$ cat src/rtl/adder_share_ctrl.sv
// ---------------------------------------------------------------------------
// adder_share_ctrl
//   Time-shares one external 4-bit combinational adder between NREQ
//   requesters. A round-robin arbiter picks one pending requester. Its
//   operands are registered onto the adder inputs and held for LAT cycles.
//   The settled {co,sum} is then captured and offered as a valid/ready
//   response tagged with the requester index.
//
//   Parameters
//     NREQ  number of requesters (2..8)
//     LAT   adder settling time in clk cycles (>=1)
//
//   Ports
//     clk, rst_n           clock, asynchronous active-low reset
//     req                  per-requester pending flag (level)
//     a_in, b_in, ci_in    per-requester operands, nibble i at [4i+3:4i]
//     gnt                  one-hot, combinational, one-cycle: operands taken
//     add_a/add_b/add_ci   registered operands to the shared adder
//     add_sum/add_co       result from the shared adder
//     rsp_valid/rsp_ready  response handshake
//     rsp_id               index of the requester owning the response
//     rsp_sum/rsp_co       registered result
//     busy                 an operation is in flight (HOLD or RESP)
// ---------------------------------------------------------------------------
module adder_share_ctrl #(
  parameter int unsigned NREQ = 4,
  parameter int unsigned LAT  = 3
) (
  input  logic                     clk,
  input  logic                     rst_n,
  input  logic [NREQ-1:0]          req,
  input  logic [4*NREQ-1:0]        a_in,
  input  logic [4*NREQ-1:0]        b_in,
  input  logic [NREQ-1:0]          ci_in,
  output logic [NREQ-1:0]          gnt,
  output logic [3:0]               add_a,
  output logic [3:0]               add_b,
  output logic                     add_ci,
  input  logic [3:0]               add_sum,
  input  logic                     add_co,
  output logic                     rsp_valid,
  input  logic                     rsp_ready,
  output logic [$clog2(NREQ)-1:0]  rsp_id,
  output logic [3:0]               rsp_sum,
  output logic                     rsp_co,
  output logic                     busy
);

  localparam int unsigned IDW  = $clog2(NREQ);
  localparam int unsigned CNTW = (LAT > 1) ? $clog2(LAT) : 1;

  localparam logic [1:0] ST_IDLE = 2'd0;
  localparam logic [1:0] ST_HOLD = 2'd1;
  localparam logic [1:0] ST_RESP = 2'd2;

  logic [1:0]      state_q,   state_d;
  logic [IDW-1:0]  ptr_q,     ptr_d;
  logic [CNTW-1:0] cnt_q,     cnt_d;
  logic [3:0]      add_a_q,   add_a_d;
  logic [3:0]      add_b_q,   add_b_d;
  logic            add_ci_q,  add_ci_d;
  logic [IDW-1:0]  rsp_id_q,  rsp_id_d;
  logic [3:0]      rsp_sum_q, rsp_sum_d;
  logic            rsp_co_q,  rsp_co_d;

  logic [NREQ-1:0] gnt_c;
  logic            any_req;
  logic [IDW-1:0]  win;
  logic [IDW:0]    cand;
  logic [3:0]      win_a;
  logic [3:0]      win_b;
  logic            win_ci;

  // Round-robin pick: first set req scanning upward from ptr+1, wrapping at NREQ.
  // ptr+k never exceeds 2*NREQ-1, so one conditional subtract is the modulo.
  always_comb begin
    any_req = 1'b0;
    win     = '0;
    cand    = '0;
    for (int unsigned k = 1; k <= NREQ; k++) begin
      cand = {1'b0, ptr_q} + (IDW+1)'(k);
      if (cand >= (IDW+1)'(NREQ)) begin
        cand = cand - (IDW+1)'(NREQ);
      end
      if (!any_req && req[IDW'(cand)]) begin
        any_req = 1'b1;
        win     = IDW'(cand);
      end
    end
  end

  // Operand mux for the winning requester.
  always_comb begin
    win_a  = '0;
    win_b  = '0;
    win_ci = 1'b0;
    for (int unsigned i = 0; i < NREQ; i++) begin
      if (win == IDW'(i)) begin
        win_a  = a_in[4*i +: 4];
        win_b  = b_in[4*i +: 4];
        win_ci = ci_in[i];
      end
    end
  end

  // Next-state and grant logic.
  always_comb begin
    state_d   = state_q;
    ptr_d     = ptr_q;
    cnt_d     = cnt_q;
    add_a_d   = add_a_q;
    add_b_d   = add_b_q;
    add_ci_d  = add_ci_q;
    rsp_id_d  = rsp_id_q;
    rsp_sum_d = rsp_sum_q;
    rsp_co_d  = rsp_co_q;
    gnt_c     = '0;

    unique case (state_q)
      ST_IDLE: begin
        if (any_req) begin
          gnt_c    = NREQ'(1) << win;
          add_a_d  = win_a;
          add_b_d  = win_b;
          add_ci_d = win_ci;
          rsp_id_d = win;
          ptr_d    = win;
          cnt_d    = CNTW'(LAT - 1);
          state_d  = ST_HOLD;
        end
      end
      ST_HOLD: begin
        // Operands stay frozen; sample only once the full settling time has elapsed.
        if (cnt_q == '0) begin
          rsp_sum_d = add_sum;
          rsp_co_d  = add_co;
          state_d   = ST_RESP;
        end else begin
          cnt_d = cnt_q - CNTW'(1);
        end
      end
      ST_RESP: begin
        if (rsp_ready) begin
          state_d = ST_IDLE;
        end
      end
      default: begin
        state_d = ST_IDLE;
      end
    endcase
  end

  // State and datapath registers.
  always_ff @(posedge clk or negedge rst_n) begin
    if (!rst_n) begin
      state_q   <= ST_IDLE;
      ptr_q     <= IDW'(NREQ - 1);
      cnt_q     <= '0;
      add_a_q   <= '0;
      add_b_q   <= '0;
      add_ci_q  <= 1'b0;
      rsp_id_q  <= '0;
      rsp_sum_q <= '0;
      rsp_co_q  <= 1'b0;
    end else begin
      state_q   <= state_d;
      ptr_q     <= ptr_d;
      cnt_q     <= cnt_d;
      add_a_q   <= add_a_d;
      add_b_q   <= add_b_d;
      add_ci_q  <= add_ci_d;
      rsp_id_q  <= rsp_id_d;
      rsp_sum_q <= rsp_sum_d;
      rsp_co_q  <= rsp_co_d;
    end
  end

  // gnt is combinational; mask it while reset is held so no grant is claimed.
  assign gnt       = rst_n ? gnt_c : '0;
  assign add_a     = add_a_q;
  assign add_b     = add_b_q;
  assign add_ci    = add_ci_q;
  assign rsp_id    = rsp_id_q;
  assign rsp_sum   = rsp_sum_q;
  assign rsp_co    = rsp_co_q;
  assign rsp_valid = (state_q == ST_RESP);
  assign busy      = (state_q != ST_IDLE);

endmodule

$ cat config.mk
export PLATFORM = sky130hd
export DESIGN_NAME = adder_share_ctrl
export DESIGN_NICKNAME = d
export VERILOG_FILES = /design/src/rtl/adder_share_ctrl.sv
export SDC_FILE = /design/constraint.sdc
export NUM_CORES = 1
export LEC_CHECK = 0
export ABC_CLOCK_PERIOD_IN_PS = 2400
export BUFFER_PORTS_ARGS = -buffer_cell sky130_fd_sc_hd__clkbuf_2
export CORE_AREA = 2 2 58 60
export DETAILED_ROUTE_END_ITERATION = 10
export DIE_AREA = 0 0 60 62
export PLACE_DENSITY = 0.77
export RECOVER_POWER = 25
export SETUP_SLACK_MARGIN = 0.1
export SLEW_MARGIN = 20
export SYNTH_ARGS = -nofsm -noshare
export SYNTH_HDL_FRONTEND = slang
export SYNTH_SLANG_ARGS = --single-unit
$ cat constraint.sdc
create_clock -name clk -period 2.4 [get_ports clk]
set_input_delay 0.12 -clock clk [delete_from_list [all_inputs] [get_ports clk]]
set_output_delay 0.12 -clock clk [all_outputs]
set_load 0.05 [all_outputs]
==> run summary <==
Status = finished clean
Vias = 1265
Yosys Warn Count = 0
Internal Power = 1.17 mW
Crit Reg-Reg Startpoint = ptr_q[1]
Switch share = 0.520
DRT antenna net count = 0
H-tree levels = 1
Clock Power Share = 0.083
Critical R2R Capture = add_b[0]
CTS Buffer Depth = 2
Vias per cell = 5.10
Fin. Hold Viols = 0
# nets final = 252
Fin crit period = 2180 ps
Root Buffer = clkbuf_4
Max frequency = 459 MHz
Worst slack, placed = 281 ps
Fin. max-slew vios = 0
Unrepaired setup endpoints after global routing = no
GP Congestion = 0.814
Crit-path cells = and2b_1 -> o21ai_2 -> a21o_4 -> mux2_2 -> a221o_1
Post-Syn Area = 1310 µm²
Switch Pwr = 1.27 mW
Gate Count Post-Synth = 130
Initial DRT Pass Iterations = 4
Post-DR wirelength/cell = 12.9 µm
HP Class = in -> reg
Max cap viols = 0
Clock Skews = 1.36 ps
Syn Nets = 179
Post-synth EDFFs = 0
Initial Utilization = 0.412
Final setup TNS = 0 ps
Post-synthesis cell type count = 32
CP Capture Point = add_b[0]
Placed cell area = 1700 µm²
Sink Count = 22
Pwr dens = 1390 nW/µm²
Vias in the first global route = 1094
Core Region = 3180 µm²
Die width = 60 µm
Io pins = 70
Ys async rst share = 1.00
Total GRT Usage = 0.170
CTS tree = built
Seq pwr share = 0.287
Num CTS Buffers = 3
First-pass GRT wire length = 4750 µm
Worst setup SP type = flip-flop
Commonest non-fill, non-tap cell in the layout = clkbuf_2
Maximum vdd drop = 0.000662 V
Worst-Skew Late Latency = 300 ps
Row count = 21
Yosys reg bits = 22
Register area share after synthesis = 0.422
Primary FF master, synth = dfrtp_1
CP Max Fanout = 14
Final period util = 0.907
Crit path max-delay family = compound AO/OA/AOI/OAI gates
Setup violators final = 0
Comb power frac = 0.630
Largest net degree at the start of global routing = 23
Pleak = 0.902 nW
Worst setup margin = 222 ps
ANT cells = 0
CP max stage cell = dfstp_2
Most frequent cells in the layout = clkbuf_2 (68), dfrtp_1 (20), nor2_1 (13), nand3_1 (13), mux2i_1 (10)
Syn avg cell area = 10.1 µm²
Critical path required time = 2600 ps
Final WL = 3210 µm
Worst path depth = 5
Rel. slew slack = 0.219
# DRC = 0
FF-to-FF path depth = 5
Iter 0 DRT Violations = 58
IO buf count = 69
Clock slew at reported path FFs = 120 ps
Critical Path Sink Type = flip-flop
Kind of critical path = reg -> reg
Initial antenna violation count = 0
DIE AREA = 3720 µm²
Chip height = 62 µm
Actual slew at the worst max-slew pin = 1170 ps
Share of cells above drive strength 1 = 0.450
CP Buf/Inv Count = 0
Synthesis-to-layout area growth = 34.2%
Post-DP HPWL = 2540 µm
CP arrival = 2380 ps
Reg2Reg Setup Slack = 220 ps
Worst setup path start = ptr_q[1]
Grt ovf = 0
Crit-path max cell delay = 610 ps
Final Cell Area = 1760 µm²
## cell usage after synthesis (all sizes together) (2+ instances only)
cell type	n	share of area
dfrtp	20	0.38
nand3	13	0.050
nor2	13	0.037
mux2	11	0.10
mux2i	10	0.076
a211oi	9	0.052
inv	9	0.026
a221o	6	0.046
nand2	6	0.017
a21oi	4	0.018
buf	4	0.020
a21o	3	0.023
nand2b	3	0.014
nand3b	3	0.017
a22o	2	0.013
dfstp	2	0.040
o21ai	2	0.010
## worst reg2reg max path: stages (launching register included)
cell	delay (ps)
dfstp_2	610
and2b_1	200
o21ai_2	290
a21o_4	300
mux2_2	360
a221o_1	320
## registers in the layout, indices dropped and copies added, names as in the netlist
| name | count |
|---|---|
| cnt_q | 2 |
| add_b | 4 |
| rsp_id | 2 |
| add_ci | 1 |
| rsp_co | 1 |
| state_q | 2 |
| add_a | 4 |
| ptr_q | 2 |
| rsp_sum | 4 |
## worst min path at each step
stage / startpoint / endpoint / slack, ps / cells after the start
after global placement: rst_n / cnt_q[1] / 210 / 2
after floorplan: rst_n / add_a[0] / -180 / 0
final: add_sum[1] / rsp_sum[1] / 30 / 2
after global routing: add_sum[0] / rsp_sum[0] / 30 / 2
after detailed placement: rst_n / rsp_sum[1] / 200 / 2
after CTS: add_sum[1] / rsp_sum[1] / 30 / 2
## stage by stage
step                power [mW]  std cells  hold slack [ps]  utilization
finish                    2.45        248             33.8        0.553
global placement          2.22        242              207        0.534
floorplan                 1.92        130             -176            -
CTS                       2.45        248             31.5        0.552
detailed placement        2.24        242              203        0.534
global route              2.61        248             31.9        0.553
## final cells by class
type | instances | area, µm²
sequential | 22 | 553
multi-input combinational | 94 | 703
clock buffer | 4 | 36.3
tap | 46 | 57.6
inverter | 9 | 33.8
timing repair buffer | 73 | 375
fill | 302 | 1420
## timing repair
item	CTS	global route
resized for setup	0	2
endpoints found under the setup margin	0	4
hold buffers	2	0
setup buffers	0	0
hold endpoints to repair	21	0
## layer usage
metal	vias up	wire length (µm)	track usage	share of wire
li1	624	-	-	-
met1	609	1420	0.225	0.44
met2	28	1670	0.295	0.52
met3	4	90	0.0228	0.028
met4	0	28	0.0476	0.0087
met5	-	0	0	0
## power groups by stage
stage          Clock (mW)  Sequential (mW)  Combinational [mW]
2_1_floorplan           0             1.15               0.770
3_3_place_gp            0            0.706                1.51
3_5_place_dp            0            0.710                1.53
4_1_cts             0.207            0.703                1.54
5_1_grt             0.219            0.729                1.66
6_report            0.202            0.702                1.54
## cells by family after synthesis
kind of cell,synth area share
and+or+nand+nor,0.156
AOI/OAI and AO/OA,0.188
DFF,0.422
muxes,0.177
buffers and inverters,0.0487
adders and majority gates,0.00954
Power figures use the tool's default switching activity.
